## src/rtl/hft_order_pkg.sv

```systemverilog
`default_nettype none
// ============================================================================
// Module      : hft_order_pkg
// Description : Shared types and constants for the outbound quote order path.
//               quote_t holds stock id / prices at their maximum on-wire
//               widths (8-bit id, 32-bit prices) so narrower configurations
//               simply zero-extend into it.
// Revision    : 1.0 - initial release
// ============================================================================
package hft_order_pkg;

    localparam logic [3:0] MSG_QUOTE = 4'hA;
    localparam logic [3:0] SIDE_BUY  = 4'h1;
    localparam logic [3:0] SIDE_SELL = 4'h2;

    localparam int QUOTE_ID_W = 8;
    localparam int QUOTE_PX_W = 32;

    typedef enum logic [2:0] {
        ST_IDLE    = 3'd0,
        ST_BID_HDR = 3'd1,
        ST_BID_PX  = 3'd2,
        ST_ASK_HDR = 3'd3,
        ST_ASK_PX  = 3'd4
    } tx_state_t;

    typedef struct packed {
        logic [QUOTE_ID_W-1:0] stock_id;
        logic [QUOTE_PX_W-1:0] buy;
        logic [QUOTE_PX_W-1:0] sell;
    } quote_t;

    // Header word: {type, side, stock id, sequence number}
    function automatic logic [31:0] make_header(input logic [3:0]  side,
                                                input logic [7:0]  stock_id,
                                                input logic [15:0] seq);
        return {MSG_QUOTE, side, stock_id, seq};
    endfunction

endpackage
`default_nettype wire

```

## src/rtl/quote_dedup_table.sv

```systemverilog
`default_nettype none
// ============================================================================
// Module      : quote_dedup_table
// Description : Per-stock record of the last {bid, ask} sent, with a valid
//               bit per entry. o_hit flags a lookup quote identical to a
//               valid stored entry for the same stock.
// Ports       : i_clk, i_reset_n (sync, active-low, clears valid bits only)
//               i_lkp_id/buy/sell -> o_hit     combinational lookup
//               i_wr_en, i_wr_id/buy/sell      entry write
// Revision    : 1.0 - initial release
// ============================================================================
module quote_dedup_table #(
    parameter int DATA_WIDTH = 32,
    parameter int NUM_STOCKS = 4
) (
    input  logic                          i_clk,
    input  logic                          i_reset_n,
    input  logic [$clog2(NUM_STOCKS)-1:0] i_lkp_id,
    input  logic [DATA_WIDTH-1:0]         i_lkp_buy,
    input  logic [DATA_WIDTH-1:0]         i_lkp_sell,
    output logic                          o_hit,
    input  logic                          i_wr_en,
    input  logic [$clog2(NUM_STOCKS)-1:0] i_wr_id,
    input  logic [DATA_WIDTH-1:0]         i_wr_buy,
    input  logic [DATA_WIDTH-1:0]         i_wr_sell
);

    logic [DATA_WIDTH-1:0] buy_q  [NUM_STOCKS];
    logic [DATA_WIDTH-1:0] buy_d  [NUM_STOCKS];
    logic [DATA_WIDTH-1:0] sell_q [NUM_STOCKS];
    logic [DATA_WIDTH-1:0] sell_d [NUM_STOCKS];
    logic [NUM_STOCKS-1:0] vld_q;
    logic [NUM_STOCKS-1:0] vld_d;

    always_comb begin
        buy_d  = buy_q;
        sell_d = sell_q;
        vld_d  = vld_q;
        if (i_wr_en) begin
            buy_d[i_wr_id]  = i_wr_buy;
            sell_d[i_wr_id] = i_wr_sell;
            vld_d[i_wr_id]  = 1'b1;
        end
    end

    // Price storage needs no reset: entries are ignored until their valid bit is set.
    always_ff @(posedge i_clk) begin
        buy_q  <= buy_d;
        sell_q <= sell_d;
        if (!i_reset_n) begin
            vld_q <= '0;
        end else begin
            vld_q <= vld_d;
        end
    end

    assign o_hit = vld_q[i_lkp_id]
                 && (buy_q[i_lkp_id]  == i_lkp_buy)
                 && (sell_q[i_lkp_id] == i_lkp_sell);

endmodule
`default_nettype wire

```

## src/rtl/quote_order_tx.sv

```systemverilog
`default_nettype none
// ============================================================================
// Module      : quote_order_tx
// Description : Serialises accepted quotes into 4-word order messages
//               (bid header, bid price, ask header, ask price) on a 32-bit
//               valid/ready stream. A one-entry newest-wins pending register
//               absorbs back-pressure; overwritten quotes are counted.
//               Optional macro QUOTE_TX_DEDUP_EN discards quotes identical
//               to the last message sent for the same stock.
// Ports       : i_clk, i_reset_n (sync, active-low)
//               i_buy_price, i_sell_price, i_stock_id, i_data_valid  quote in
//               o_tx_data, o_tx_valid, i_tx_ready                    stream out
//               o_busy, o_seq_num, o_drop_count                      status
// Revision    : 1.0 - initial release
// ============================================================================
module quote_order_tx
    import hft_order_pkg::*;
#(
    parameter int DATA_WIDTH     = 32,
    parameter int NUM_STOCKS     = 4,
    parameter int SEQ_WIDTH      = 16,
    parameter int DROP_CNT_WIDTH = 16
) (
    input  logic                          i_clk,
    input  logic                          i_reset_n,
    input  logic [DATA_WIDTH-1:0]         i_buy_price,
    input  logic [DATA_WIDTH-1:0]         i_sell_price,
    input  logic [$clog2(NUM_STOCKS)-1:0] i_stock_id,
    input  logic                          i_data_valid,
    output logic [31:0]                   o_tx_data,
    output logic                          o_tx_valid,
    input  logic                          i_tx_ready,
    output logic                          o_busy,
    output logic [SEQ_WIDTH-1:0]          o_seq_num,
    output logic [DROP_CNT_WIDTH-1:0]     o_drop_count
);

    localparam int ID_W = $clog2(NUM_STOCKS);

    tx_state_t                 state_q, state_d;
    quote_t                    active_q, active_d;
    quote_t                    pend_q, pend_d;
    logic                      pend_vld_q, pend_vld_d;
    logic [SEQ_WIDTH-1:0]      seq_q, seq_d;
    logic [DROP_CNT_WIDTH-1:0] drop_q, drop_d;

    quote_t      w_in_quote;
    logic        w_dup;
    logic        w_accept;
    logic        w_fire;
    logic        w_last_fire;
    logic [15:0] w_seq16;

    always_comb begin
        w_in_quote          = '0;
        w_in_quote.stock_id = QUOTE_ID_W'(i_stock_id);
        w_in_quote.buy      = QUOTE_PX_W'(i_buy_price);
        w_in_quote.sell     = QUOTE_PX_W'(i_sell_price);
    end

    assign w_fire      = o_tx_valid & i_tx_ready;
    assign w_last_fire = (state_q == ST_ASK_PX) & w_fire;
    assign w_seq16     = 16'(seq_q);

`ifdef QUOTE_TX_DEDUP_EN
    // Table is updated with the message just completed on its final handshake.
    quote_dedup_table #(
        .DATA_WIDTH (DATA_WIDTH),
        .NUM_STOCKS (NUM_STOCKS)
    ) u_dedup (
        .i_clk      (i_clk),
        .i_reset_n  (i_reset_n),
        .i_lkp_id   (i_stock_id),
        .i_lkp_buy  (i_buy_price),
        .i_lkp_sell (i_sell_price),
        .o_hit      (w_dup),
        .i_wr_en    (w_last_fire),
        .i_wr_id    (active_q.stock_id[ID_W-1:0]),
        .i_wr_buy   (active_q.buy[DATA_WIDTH-1:0]),
        .i_wr_sell  (active_q.sell[DATA_WIDTH-1:0])
    );
`else
    assign w_dup = 1'b0;
`endif

    assign w_accept = i_data_valid & ~w_dup;

    always_comb begin
        state_d    = state_q;
        active_d   = active_q;
        pend_d     = pend_q;
        pend_vld_d = pend_vld_q;
        seq_d      = seq_q;
        drop_d     = drop_q;

        case (state_q)
            ST_BID_HDR: if (w_fire) state_d = ST_BID_PX;
            ST_BID_PX:  if (w_fire) state_d = ST_ASK_HDR;
            ST_ASK_HDR: if (w_fire) state_d = ST_ASK_PX;
            default:    state_d = state_q;
        endcase

        if (w_last_fire) begin
            seq_d = seq_q + SEQ_WIDTH'(1);
            if (pend_vld_q) begin
                // Held quote goes out next; a same-cycle arrival takes its
                // slot without counting as a drop.
                active_d   = pend_q;
                state_d    = ST_BID_HDR;
                pend_vld_d = w_accept;
                if (w_accept) pend_d = w_in_quote;
            end else if (w_accept) begin
                active_d = w_in_quote;
                state_d  = ST_BID_HDR;
            end else begin
                state_d = ST_IDLE;
            end
        end else if ((state_q == ST_IDLE) && !pend_vld_q && w_accept) begin
            active_d = w_in_quote;
            state_d  = ST_BID_HDR;
        end else if (w_accept) begin
            pend_d     = w_in_quote;
            pend_vld_d = 1'b1;
            if (pend_vld_q && (drop_q != {DROP_CNT_WIDTH{1'b1}})) begin
                drop_d = drop_q + DROP_CNT_WIDTH'(1);
            end
        end
    end

    always_ff @(posedge i_clk) begin
        if (!i_reset_n) begin
            state_q    <= ST_IDLE;
            active_q   <= '0;
            pend_q     <= '0;
            pend_vld_q <= 1'b0;
            seq_q      <= '0;
            drop_q     <= '0;
        end else begin
            state_q    <= state_d;
            active_q   <= active_d;
            pend_q     <= pend_d;
            pend_vld_q <= pend_vld_d;
            seq_q      <= seq_d;
            drop_q     <= drop_d;
        end
    end

    // Output word depends only on registered state, so it is stable while stalled.
    always_comb begin
        o_tx_data = 32'h0;
        case (state_q)
            ST_BID_HDR: o_tx_data = make_header(SIDE_BUY,  active_q.stock_id, w_seq16);
            ST_BID_PX:  o_tx_data = active_q.buy;
            ST_ASK_HDR: o_tx_data = make_header(SIDE_SELL, active_q.stock_id, w_seq16);
            ST_ASK_PX:  o_tx_data = active_q.sell;
            default:    o_tx_data = 32'h0;
        endcase
    end

    assign o_tx_valid   = (state_q != ST_IDLE);
    assign o_busy       = o_tx_valid | pend_vld_q;
    assign o_seq_num    = seq_q;
    assign o_drop_count = drop_q;

endmodule
`default_nettype wire

```

## config.mk

```make
export PLATFORM = sky130hd
export DESIGN_NAME = quote_order_tx
export DESIGN_NICKNAME = d
export VERILOG_FILES = /design/src/rtl/hft_order_pkg.sv /design/src/rtl/quote_dedup_table.sv /design/src/rtl/quote_order_tx.sv
export SDC_FILE = /design/constraint.sdc
export NUM_CORES = 1
export LEC_CHECK = 0
export BUFFER_PORTS_ARGS = -buffer_cell sky130_fd_sc_hd__buf_2
export CAP_MARGIN = 20
export CORE_MARGIN = 8
export CORE_UTILIZATION = 50
export DETAILED_ROUTE_END_ITERATION = 8
export HOLD_SLACK_MARGIN = 0.03
export PLACE_DENSITY = 0.76
export SLEW_MARGIN = 40
export SYNTH_ARGS = -nofsm -noshare
export SYNTH_HDL_FRONTEND = slang
export SYNTH_SLANG_ARGS = --single-unit
export TNS_END_PERCENT = 50
```

## constraint.sdc

```tcl
create_clock -name i_clk -period 3.3 [get_ports i_clk]
set_input_delay 0 -clock i_clk [delete_from_list [all_inputs] [get_ports i_clk]]
set_output_delay 0 -clock i_clk [all_outputs]
set_load 0.05 [all_outputs]
```

# Word level (Yosys, flattened, before mapping)
# Index checks and enable logic that the tools add are counted.
# classes
n_mux,21
reduce_logical,14
eq_ne,11
bitwise_logic,5
addsub,2
# ops
operator,n
$mux 72,8
$pmux 32 s4,1
$add 16x1->16 const B,2
$ne 16x16->1 const B,1
$mux 3,5
$ne 4x4->1 const B,3
$pmux 3 s3,1
$reduce_and 4->1,2
$eq 3x2->1 const B,2
$mux 1,6
$reduce_and 2->1,3
$reduce_bool 5->1,1
$ne 2x2->1 const B,2
$reduce_bool 2->1,2
$eq 3x1->1 const B,1
$eq 3x3->1 const B,1
$logic_and 1x1->1,3
$logic_not 3->1,1
$ne 3x3->1 const B,1
$reduce_bool 3->1,1
$and 1x1->1,2
$not 1->1,2
$logic_not 1->1,1
$or 1x1->1,1
# totals
register_bits,180
word_cells,63
inputBits,70
output_inout_bits,66

# Longest topological paths before layout
# Gate-level depths: netlist of run 1.
# depth
word_depth,6
depth_mapped,8

# Least setup slack after synthesis of run 1
# No wires, ideal clock.
# synth_timing
kind,reg-to-output
startpoint,register state_q[0]
endpoint,output port o_tx_data[11]
path_stages_with_launch,7
path_slack_ns,0.900
required_ns,3.300
arrival_time_ns,2.400
cell_sequence,dfxtp_1 -> clkbuf_1 -> nor2b_1 -> clkbuf_1 -> clkbuf_1 -> a22oi_1 -> o21ai_0
# synth_via
elab_chain_len,2
# synth_rtl
element,line_no,rtl
from (decl),quote_order_tx.sv:40,"tx_state_t state_q, state_d;"
from (signal assigned),quote_order_tx.sv:139,state_q <= state_d;
"$eq 3x3->1, or another cell as far along",quote_order_tx.sv:151,case (state_q)
$pmux 32 s4 *,quote_order_tx.sv:151,
to (decl),quote_order_tx.sv:30,"output logic [31:0] o_tx_data,"
# Mark *: on every way between the ends. The rest lies on a longest branch, timed or not.

# Worst setup path after layout of run 1
# layout_timing
startpoint,register state_q[1]
endpoint,output port o_tx_data[31]
# The elaborated chain is that of the path after synthesis.

==> reports/qor.yml, run 1 <==
critical_path:
  rr_endpoint: "active_q[37]"
  required_ns: 3.30
  crit_type: "register to output port"
  cp-end-kind: "output port"
  ff2ff_setup_slack_ns: 1.05
  reg2reg_from: "pend_vld_q"
  crit_path_start_kind: "register"
  rr_worst_depth: 5
  crit_fanout: 16
  critPathArrivalTime_ns: 2.60
sta:
  rsz0062_at_grt: "no"
  finalClockSkew_ns: 0.00405
  drv_slew: 0
  slew_headroom: 0.468
  worst_pin_slew_ns: 0.797
  period_share: 0.789
  fmax_ghz: 0.384
  hold_viol_final: 0
  timing.final.crit_period_ns: 2.60
  finalSetupViolCount: 0
  worst_slack_ns: 0.698
  fin_tns_setup_ns: 0
floorplanning:
  die_height_um: 138
  num_rows: 44
  start_util: 0.513
  ios: 136
  fp.dieArea_um2: 19100
  dieWidth_um: 138
  fp.coreArea_um2: 14500
yosys:
  ys_types: 41
  syn_inst: 979
  netlist_top_cells_count: "239 x nand2_1, 168 x dfxtp_1, 94 x a21oi_1"
  syn-cell-area_um2: 7460
  synth-edff-count: 0
  syn_nets: 1051
  synth_top_area_cell: "dfxtp_1"
  ys_seq_area_frac: 0.451
  synth.most_common_cell: "nand2_1"
  avgSynthCellArea_um2: 7.62
  synth_flop_cell: "dfxtp_1"
  async_reset_ff_frac: 0
  synth_seq_cells: 168
  yosysWarnings: 0
  synthTopCellsByArea: "dfxtp_1 45%, nand2_1 12%, a311oi_1 7.7%, a21oi_1 6.3%, nand3_1 5.3%"
  synth_top_cell_area_share: 0.451
place:
  gp_congestion: 0.878
  placedInstanceArea_um2: 8260
  dp_hpwl_mm: 15.3
  dp_worst_setup_slack_ns: 1.10
  port_buffers: 135
grt:
  grt_usage: 0.237
  grt.overflow.total: 0
  grt_max_degree: 74
  antenna_found_initial: 0
  grt_pass1_vias: 7377
  grt_pass1_wl_mm: 37.9
clocking:
  clock_latency_ns: 0.43
  clkTransAtPathRegs_ns: 0.06
  ctsLongestPathBuffers: 2
  cts_tree: "yes"
  h-tree-depth: 4
  numCtsBuffers: 17
  clockRootBuffer: "clkbuf_16"
  clkSinkCount: 168
  cts_resized: 0
power:
  peakVddDrop_mv: 0.337
  power_density_nw_per_um2: 533
  leakage_nw: 3.72
job:
  cap_violations: 0
routing:
  ant_nets: 0
  wire_per_inst_um: 17.6
  routed_wirelength_mm: 23.4
  drt_iter0_markers: 694
  drc: 0
  first_pass_iters: 5
  routed-via-count: 7776
  avgViaCountPerCell: 5.83
run_status:
  status: "completed"
min_path:
  hold_start: "i_buy_price[27]"
  hold_path_class: "input port to register"
  hold_depth: 4
  hold_end: "pend_q[59]"
cells_and_area:
  fill_cells: 1279
  nNetsFinal: 1208
  antenna_cells: 0
  drive_gt1_frac: 0.171
  design_area_um2: 9500
  area_growth_pct: 27.4
==> kinds of logic after synthesis <==
| kind of cell | count (synthesis) | share of synthesized area |
|---|---|---|
| muxes | 3 | 0.00436 |
| DFF | 168 | 0.451 |
| buffers and inverters | 93 | 0.0478 |
| AOI/OAI and AO/OA | 240 | 0.211 |
| and+or+nand+nor | 464 | 0.272 |
| xor gates and xnor gates | 9 | 0.0106 |
| adders and majority gates | 2 | 0.00335 |
==> final cells by class <==
type | count | area, um2 | area share
Multi-Input combinational cell | 718 | 3770 | 0.397
Sequential cell | 168 | 3360 | 0.354
Timing Repair Buffer | 227 | 1560 | 0.165
Clock buffer | 23 | 458 | 0.0482
Tap cell | 184 | 230 | 0.0242
Clock inverter | 9 | 100 | 0.0105
Inverter | 4 | 17.5 | 0.00184
==> cell usage in the layout (no fill, tap or decap), drive strengths merged, types with 2 or more instances in the layout <==
cell / synthesis / final
clkbuf: 73 / 23
nor2: 89 / 89
clkinv: 0 / 5
o31ai: 14 / 14
and3: 2 / 2
or3: 8 / 8
a311oi: 66 / 66
or2: 2 / 2
or4: 14 / 14
inv: 4 / 4
nor4: 2 / 2
xor2: 6 / 6
mux2: 2 / 2
nand4: 9 / 9
and4: 4 / 4
o21ai: 32 / 32
ha: 2 / 2
nor2b: 5 / 5
a21oi: 94 / 94
dlygate4sd3: 0 / 69
and2: 2 / 2
a22oi: 28 / 28
clkinvlp: 0 / 2
xnor2: 3 / 3
nand2: 239 / 239
o41ai: 2 / 2
dfxtp: 168 / 168
bufinv: 0 / 2
buf: 16 / 158
nor3: 3 / 3
nand3: 79 / 79
==> worst max-delay path, cell delays in order, from the launching register on <==
cell and delay (ns):
dfxtp_1 0.49, nor2_1 0.29, and2_0 0.51, buf_4 0.30, nand2_1 0.07, o21ai_0 0.17
buf_2 0.34
==> registers in the layout, indices dropped and copies added (netlist names) <==
name          flops
active_q         66
o_seq_num        16
o_drop_count     16
pend_vld_q        1
state_q           3
pend_q           66
==> routing by layer <==
metal,GRT usage,vias up,share of wire
met5,0,-,0
met4,0.0875,0,0.024
met3,0.0644,34,0.064
met2,0.391,274,0.48
met1,0.289,3680,0.43
li1,-,3788,-
==> worst max path at each step <==
| stage | startpoint | endpoint | depth (start not counted) |
|---|---|---|---|
| final | state_q[1] | o_tx_data[31] | 6 |
| after global routing | state_q[1] | o_tx_data[31] | 6 |
| after CTS | state_q[1] | o_tx_data[31] | 6 |
| after detailed placement | state_q[1] | o_seq_num[15] | 5 |
| after global placement | state_q[1] | o_seq_num[15] | 5 |
| after floorplan | state_q[0] | o_tx_data[11] | 6 |
==> report_power, final <==
group	switching [mW]	total (mW)	internal, mW
combinational	0.509	0.803	0.294
clock	0.799	1.93	1.13
sequential	0.133	2.34	2.20
total	1.44	5.07	3.63
==> repair_timing <==
item                                   4_1_cts  5_1_grt
hold buffers                                69        0
setup buffers                                0        0
endpoints found under the hold margin      135        0
==> per-stage QoR <==
| step | util | cells | power [mW] | hold WS, ns |
|---|---|---|---|---|
| 6_report | 0.654 | 1333 | 5.07 | 0.368 |
| 3_5_place_dp | 0.568 | 1232 | 3.11 | 0.257 |
| 3_3_place_gp | 0.568 | 1232 | 3.09 | 0.254 |
| 4_1_cts | 0.654 | 1333 | 5.07 | 0.356 |
| 5_1_grt | 0.654 | 1333 | 5.26 | 0.379 |
| 2_1_floorplan | - | 979 | 2.85 | 0.136 |
No activity file was read; power rests on OpenSTA's default activity.
==> inputs of run 2 (changes only) <==
Settings changed: ABC_AREA from default to 1.
Clock period 3.3 ns to 2.65 ns, I/O delays scaled along.
==> run 2 against run 1 <==
Against the previous run: via count grew 2.7%; clock power rose by 33%; global-route usage is 0.69 points lower; synthesized area rose by 3.6%.
==> reports/qor.yml, run 2 <==
run_status:
  status: "completed"
sta:
  finalClockSkew_ns: 0.00835  # +0.00430 ns
  worst_pin_slew_ns: 0.755  # -0.0412 ns
  slew_headroom: 0.496  # +0.0285
  finalSetupViolCount: 0  # unchanged
  fin_tns_setup_ns: 0  # unchanged
  rsz0062_at_grt: "no"
  fmax_ghz: 0.434
  period_share: 0.870
  drv_slew: 0  # unchanged
  timing.final.crit_period_ns: 2.30
  hold_viol_final: 0  # unchanged
cells_and_area:
  area_growth_pct: 25.0
  regArea_um2: 3360  # about the same
  fill_cells: 1379  # +7.8%
  most-common-layout-cells: "280 x nand2_1, 244 x nor2_1, 168 x dfxtp_1"
  reg_top3: "active_q: 66 flops, pend_q: 66 flops"
  multi_input_area_um2: 3790  # +0.60%
  finalNonFillerCells: 1505  # +13%
  layout_commonest_cell: "nand2_1"
  drive_gt1_frac: 0.143  # -0.0287
  antenna_cells: 0  # unchanged
  nNetsFinal: 1376  # +14%
grt:
  grt_pass1_wl_mm: 37.2  # -1.8%
  grt_max_degree: 134  # +81%
  grt_usage: 0.230  # -0.00691
  grt.overflow.total: 0  # unchanged
  grt_pass1_vias: 7439  # +0.84%
  antenna_found_initial: 0  # unchanged
routing:
  routed-via-count: 7985  # +2.7%
  avgViaCountPerCell: 5.31  # -9.0%
  wire_per_inst_um: 15.0  # -14%
  drt_iter0_markers: 848  # +22%
  routed_wirelength_mm: 22.6  # -3.4%
  drc: 0  # unchanged
  first_pass_iters: 5  # unchanged
  ant_nets: 0  # unchanged
place:
  dp_hpwl_mm: 14.8  # -3.5%
  placed_cells: 1406  # +14%
  port_buffers: 135  # unchanged
  gp_congestion: 0.921  # +4.9%
yosys:
  synth.most_common_cell: "nand2_1"
  avgSynthCellArea_um2: 6.78  # -11%
  ys_types: 31  # -24%
  yosysWarnings: 0  # unchanged
  synth_seq_cells: 168  # unchanged
  netlist_top_cells_count: "280 x nand2_1, 245 x nor2_1, 168 x dfxtp_1"
  syn_nets: 1213  # +15%
  synth-edff-count: 0  # unchanged
  synth_flop_cell: "dfxtp_1"
  ys_seq_area_frac: 0.435  # -0.0158
  synth_top_area_cell: "dfxtp_1"
  synthTopCellsByArea: "dfxtp_1 44%, nand2_1 14%, nor2_1 12%, o21ai_0 8.7%, a21oi_1 5.9%"
  syn-cell-area_um2: 7730  # +3.6%
  synth_top_cell_area_share: 0.435  # -0.0158
  async_reset_ff_frac: 0  # unchanged
  syn_inst: 1141  # +17%
job:
  cap_violations: 0  # unchanged
clocking:
  clock_latency_ns: 0.43  # about the same
  clockRootBuffer: "clkbuf_16"
  cts_resized: 0  # unchanged
  h-tree-depth: 4  # unchanged
  ctsLongestPathBuffers: 2  # unchanged
  numCtsBuffers: 17  # unchanged
  clkTransAtPathRegs_ns: 0.06  # about the same
  clkSinkCount: 168  # unchanged
  cts_tree: "yes"
critical_path:
  cp_cell_sequence: "inv_1 -> nand2_1 -> nor2_2 -> buf_4 -> nand2_1 -> o211ai_1 -> buf_2"
  required_ns: 2.65  # -0.65 ns
  cp_slowest_stage_delay_ns: 0.38  # -0.13 ns
  crit_path_start_kind: "register"
  path_buf_inv: 3  # +1
  crit_fanout: 13  # -3
  crit_family: "buffers and inverters"
  cp-end-kind: "output port"
  crit_slowest_cell: "nor2_2"
  cp_common_cell: "nand2_1"
  critPathArrivalTime_ns: 2.30  # -0.30 ns
  crit_type: "register to output port"
floorplanning:
  fp.coreArea_um2: 15100  # +4.2%
  ios: 136  # unchanged
  dieWidth_um: 140  # +1.6%
  fp.dieArea_um2: 19700  # +3.2%
  die_height_um: 140  # +1.6%
  start_util: 0.510  # -0.00281
  num_rows: 45  # +2.3%
min_path:
  hold_path_class: "input port to register"
power:
  peakVddDrop_mv: 0.548  # +62%
  leakage_nw: 4.29  # +15%
  power_density_nw_per_um2: 1000  # +88%
-- run 2: cell count changes after synthesis, moves of 14 or more --
cell | before | now
clkbuf_1 | 73 | 38
nor2_1 | 89 | 245
nand3_1 | 79 | 27
nand2_1 | 239 | 280
o31ai_1 | 14 | 0
o211ai_1 | 0 | 14
o21ai_1 | 0 | 16
or4_1 | 14 | 0
a311oi_1 | 66 | 0
a22oi_1 | 28 | 1
o21ai_0 | 32 | 134
inv_1 | 4 | 47
-- run 2: what timing repair did --
action                                 in CTS  in global routing
hold buffers                               67                  0
endpoints found under the hold margin     133                  0
buffers inserted                            0                  0
-- run 2: through the flow --
step                hold slack, ns  power [mW]  instance area, um2  utilization  setup slack [ns]
floorplan                    0.146        6.33                7730            -             0.365
global placement             0.249        6.98                8380        0.553             0.678
detailed placement           0.259        7.04                8380        0.553             0.620
CTS                         0.0491        9.67                9660        0.638             0.336
global route                 0.113        10.3                9660        0.638             0.164
finish                      0.0605        9.66                9660        0.638             0.345
-- run 2: routing by layer --
layer	wire length [um]	vias up	global-route usage
met5	0	-	0
met4	313	0	0.0743
met3	1690	32	0.0516
met2	10500	267	0.365
met1	10100	3651	0.303
li1	-	4035	-
-- run 2: worst paths after layout --
path	startpoint	to	slack, ns	cells past startpoint
worst min register to register	pend_q[45]	pend_q[45]	0.48	2
worst max-delay path	state_q[2]	o_tx_data[0]	0.35	7
worst min-delay path	i_tx_ready	state_q[2]	0.06	4
worst max register to register	o_drop_count[0]	o_drop_count[13]	0.57	9
-- run 2: area by class of cell --
class	instances	area share
clock inverter	10	0.0149
timing repair buffer	216	0.153
clock buffer	22	0.0480
inverter	49	0.0190
sequential	168	0.348
tap	188	0.0243
multi-input combinational	852	0.393
-- run 2: cell families after synthesis --
kind of cell	Yosys count	synth area share
xor+xnor	3	0.00340
buf+inv	121	0.0748
fa+ha+maj	2	0.00324
flops	168	0.435
simple gates	575	0.294
compound gates	272	0.190
-- run 2: power breakdown --
group	leakage, nW	switching (mW)	internal, mW
clock network	0.287	1.03	1.54
registers	1.38	0.501	3.41
logic	2.62	2.18	0.991
-- run 2: tightest hold or removal path: cells and delay by family --
kind                   cells  cell delay [ns]
AOI/OAI and AO/OA          1             0.09
and+or+nand+nor            2             0.21
buffers and inverters      1             0.14
==> inputs of run 3 (changes only) <==
Settings changed: CORE_UTILIZATION 50 to 56, PLACE_DENSITY 0.76 to 0.88.
==> run 3 against run 2 <==
Against the previous run: global-route usage increased by 2.7 points; critical path depth unchanged; final cell count is 0.33% lower; core utilization increased by 7.2 points; non-clock buffer count rose by 3; sequential cell count stayed put; worst setup slack better by 0.020 ns; largest cell class unchanged.
==> reports/qor.yml, run 3 (synthesis gave the netlist of run 2 again) <==
run_status:
  status: "completed"
power:
  power_density_nw_per_um2: 1010  # +0.76%
  pwr-share-comb: 0.333  # +0.004
  switchingPower_mw: 3.84  # +3.2%
  p_seq_frac: 0.401  # -0.004
  leakage_nw: 4.32  # +0.66%
  peakVddDrop_mv: 0.643  # +17%
  p_int_mw: 5.93  # -0.14%
  pwr-share-clk: 0.266  # about the same
  finalPower_mw: 9.77  # +1.2%
  switching_share: 0.393  # +0.00785
floorplanning:
  ios: 136  # unchanged
  num_rows: 43  # -4.4%
  start_util: 0.566  # +0.0553
  dieWidth_um: 133  # -4.9%
  fp.dieArea_um2: 17800  # -9.5%
  fp.coreArea_um2: 13700  # -9.8%
  die_height_um: 133  # -4.9%
critical_path:
  required_ns: 2.65  # about the same
  critPathArrivalTime_ns: 2.28  # -0.02 ns
  crit_fanout: 20  # +7
  cp-end-kind: "output port"
  rr_worst_depth: 9  # unchanged
  crit_type: "register to output port"
  ff2ff_setup_slack_ns: 0.53  # -0.04 ns
  crit_path_start_kind: "register"
clocking:
  ctsLongestPathBuffers: 2  # unchanged
  h-tree-depth: 4  # unchanged
  cts_tree: "yes"
  numCtsBuffers: 17  # unchanged
  clock_latency_ns: 0.44  # about the same
  post-cts-setup-buffer-count: 0  # unchanged
  clockRootBuffer: "clkbuf_16"
  clkSinkCount: 168  # unchanged
  clkTransAtPathRegs_ns: 0.07  # about the same
sta:
  slew_headroom: 0.485  # -0.0116
  fin_tns_setup_ns: 0  # unchanged
  hold_viol_final: 0  # unchanged
  rsz0062_at_grt: "no"
  timing.final.crit_period_ns: 2.28  # -0.0197 ns
  drv_slew: 0  # unchanged
  fmax_ghz: 0.438  # +0.86%
  worst_pin_slew_ns: 0.773  # +0.0174 ns
  period_share: 0.862  # -0.00745
  finalClockSkew_ns: 0.00617  # -0.00218 ns
  finalSetupViolCount: 0  # unchanged
grt:
  antenna_found_initial: 0  # unchanged
  grt_usage: 0.257  # +0.0266
  grt_pass1_wl_mm: 37.9  # +1.9%
  grt_max_degree: 67  # -50%
  grt_pass1_vias: 7734  # +4.0%
  grtUsageMet3: 0.0764  # +0.0248
  top_usage_layer: "met2"
  use_met2: 0.421  # +0.0560
  grt.overflow.total: 0  # unchanged
  grtUsageMet1: 0.306  # +0.00271
cells_and_area:
  antenna_cells: 0  # unchanged
  nNetsFinal: 1379  # +0.22%
  area_growth_pct: 25.5
  drive_gt1_frac: 0.146  # +0.00346
  design_area_um2: 9700  # +0.39%
  reg_top3: "active_q: 66 flops, pend_q: 66 flops"
  layout_commonest_cell: "nand2_1"
  most-common-layout-cells: "280 x nand2_1, 244 x nor2_1, 168 x dfxtp_1"
place:
  dp_hpwl_mm: 14.6  # -1.4%
  placedInstanceArea_um2: 8400  # +0.21%
  gp_congestion: 0.932  # +1.3%
  port_buffers: 135  # unchanged
routing:
  first_pass_iters: 8  # +3
  ant_nets: 0  # unchanged
  routed_wirelength_mm: 23.3  # +3.1%
  routed-via-count: 8342  # +4.5%
  drc: 0  # unchanged
  wire_per_inst_um: 15.5  # +3.5%
  drt_iter0_markers: 979  # +15%
  avgViaCountPerCell: 5.56  # +4.8%
job:
  cap_violations: 0  # unchanged
min_path:
  hold_depth: 3  # -1
  hold_path_class: "input port to register"
run 3: cell types whose count changed in the layout (fill, tap and decap cells not counted), moves of 2 or more:
cell | before | now
inv_8 | 0 | 3
clkbuf_8 | 2 | 0
inv_6 | 1 | 3
clkbuf_1 | 3 | 0
run 3: routing by layer:
metal,up-vias,wire (um)
met3,71,2210
met4,0,797
met1,3771,9230
li1,4047,-
met2,453,11100
met5,-,0
run 3: worst paths after layout:
path | startpoint | to
worst max-delay path | state_q[1] | o_tx_data[24]
worst min-delay path | i_reset_n | o_seq_num[10]
worst min register to register | pend_q[37] | active_q[37]
worst max register to register | state_q[1] | pend_q[11]
run 3: area by class of cell:
cell class	count	area [um2]
multi-input cells	852	3790
flip-flops and latches	168	3360
repair buffers	219	1520
inverters	49	184
fillers	1092	3970
well taps	180	225
clock inverters	15	193
clock buffers	17	425
run 3: critical path: stages, from the launching register on:
cell and delay, ns:
dfxtp_1 0.37, nor2_4 0.19, nand2_1 0.10, inv_1 0.32, buf_12 0.22, nand2_1 0.08, o311ai_0 0.18, buf_2 0.38
run 3: timing repair:
item                      CTS  global route
hold buffers               68             0
hold endpoints to repair  137             0
gates resized for setup     0             0
run 3: per-stage QoR:
stage,hold slack (ns),util,cells,worst slack (ns)
2_1_floorplan,0.146,-,1141,0.365
3_3_place_gp,0.249,0.615,1400,0.710
3_5_place_dp,0.257,0.615,1400,0.627
4_1_cts,0.0484,0.710,1500,0.382
5_1_grt,0.0771,0.710,1500,0.252
6_report,0.0684,0.710,1500,0.365
run 3: power by group through the flow:
| stage | registers (mW) | clock network (mW) | logic, mW |
|---|---|---|---|
| 6_report | 3.92 | 2.60 | 3.25 |
| 3_5_place_dp | 3.94 | 0 | 3.10 |
| 2_1_floorplan | 3.84 | 0 | 2.49 |
| 5_1_grt | 4.00 | 2.74 | 3.57 |
| 4_1_cts | 3.90 | 2.61 | 3.20 |
| 3_3_place_gp | 3.90 | 0 | 3.05 |
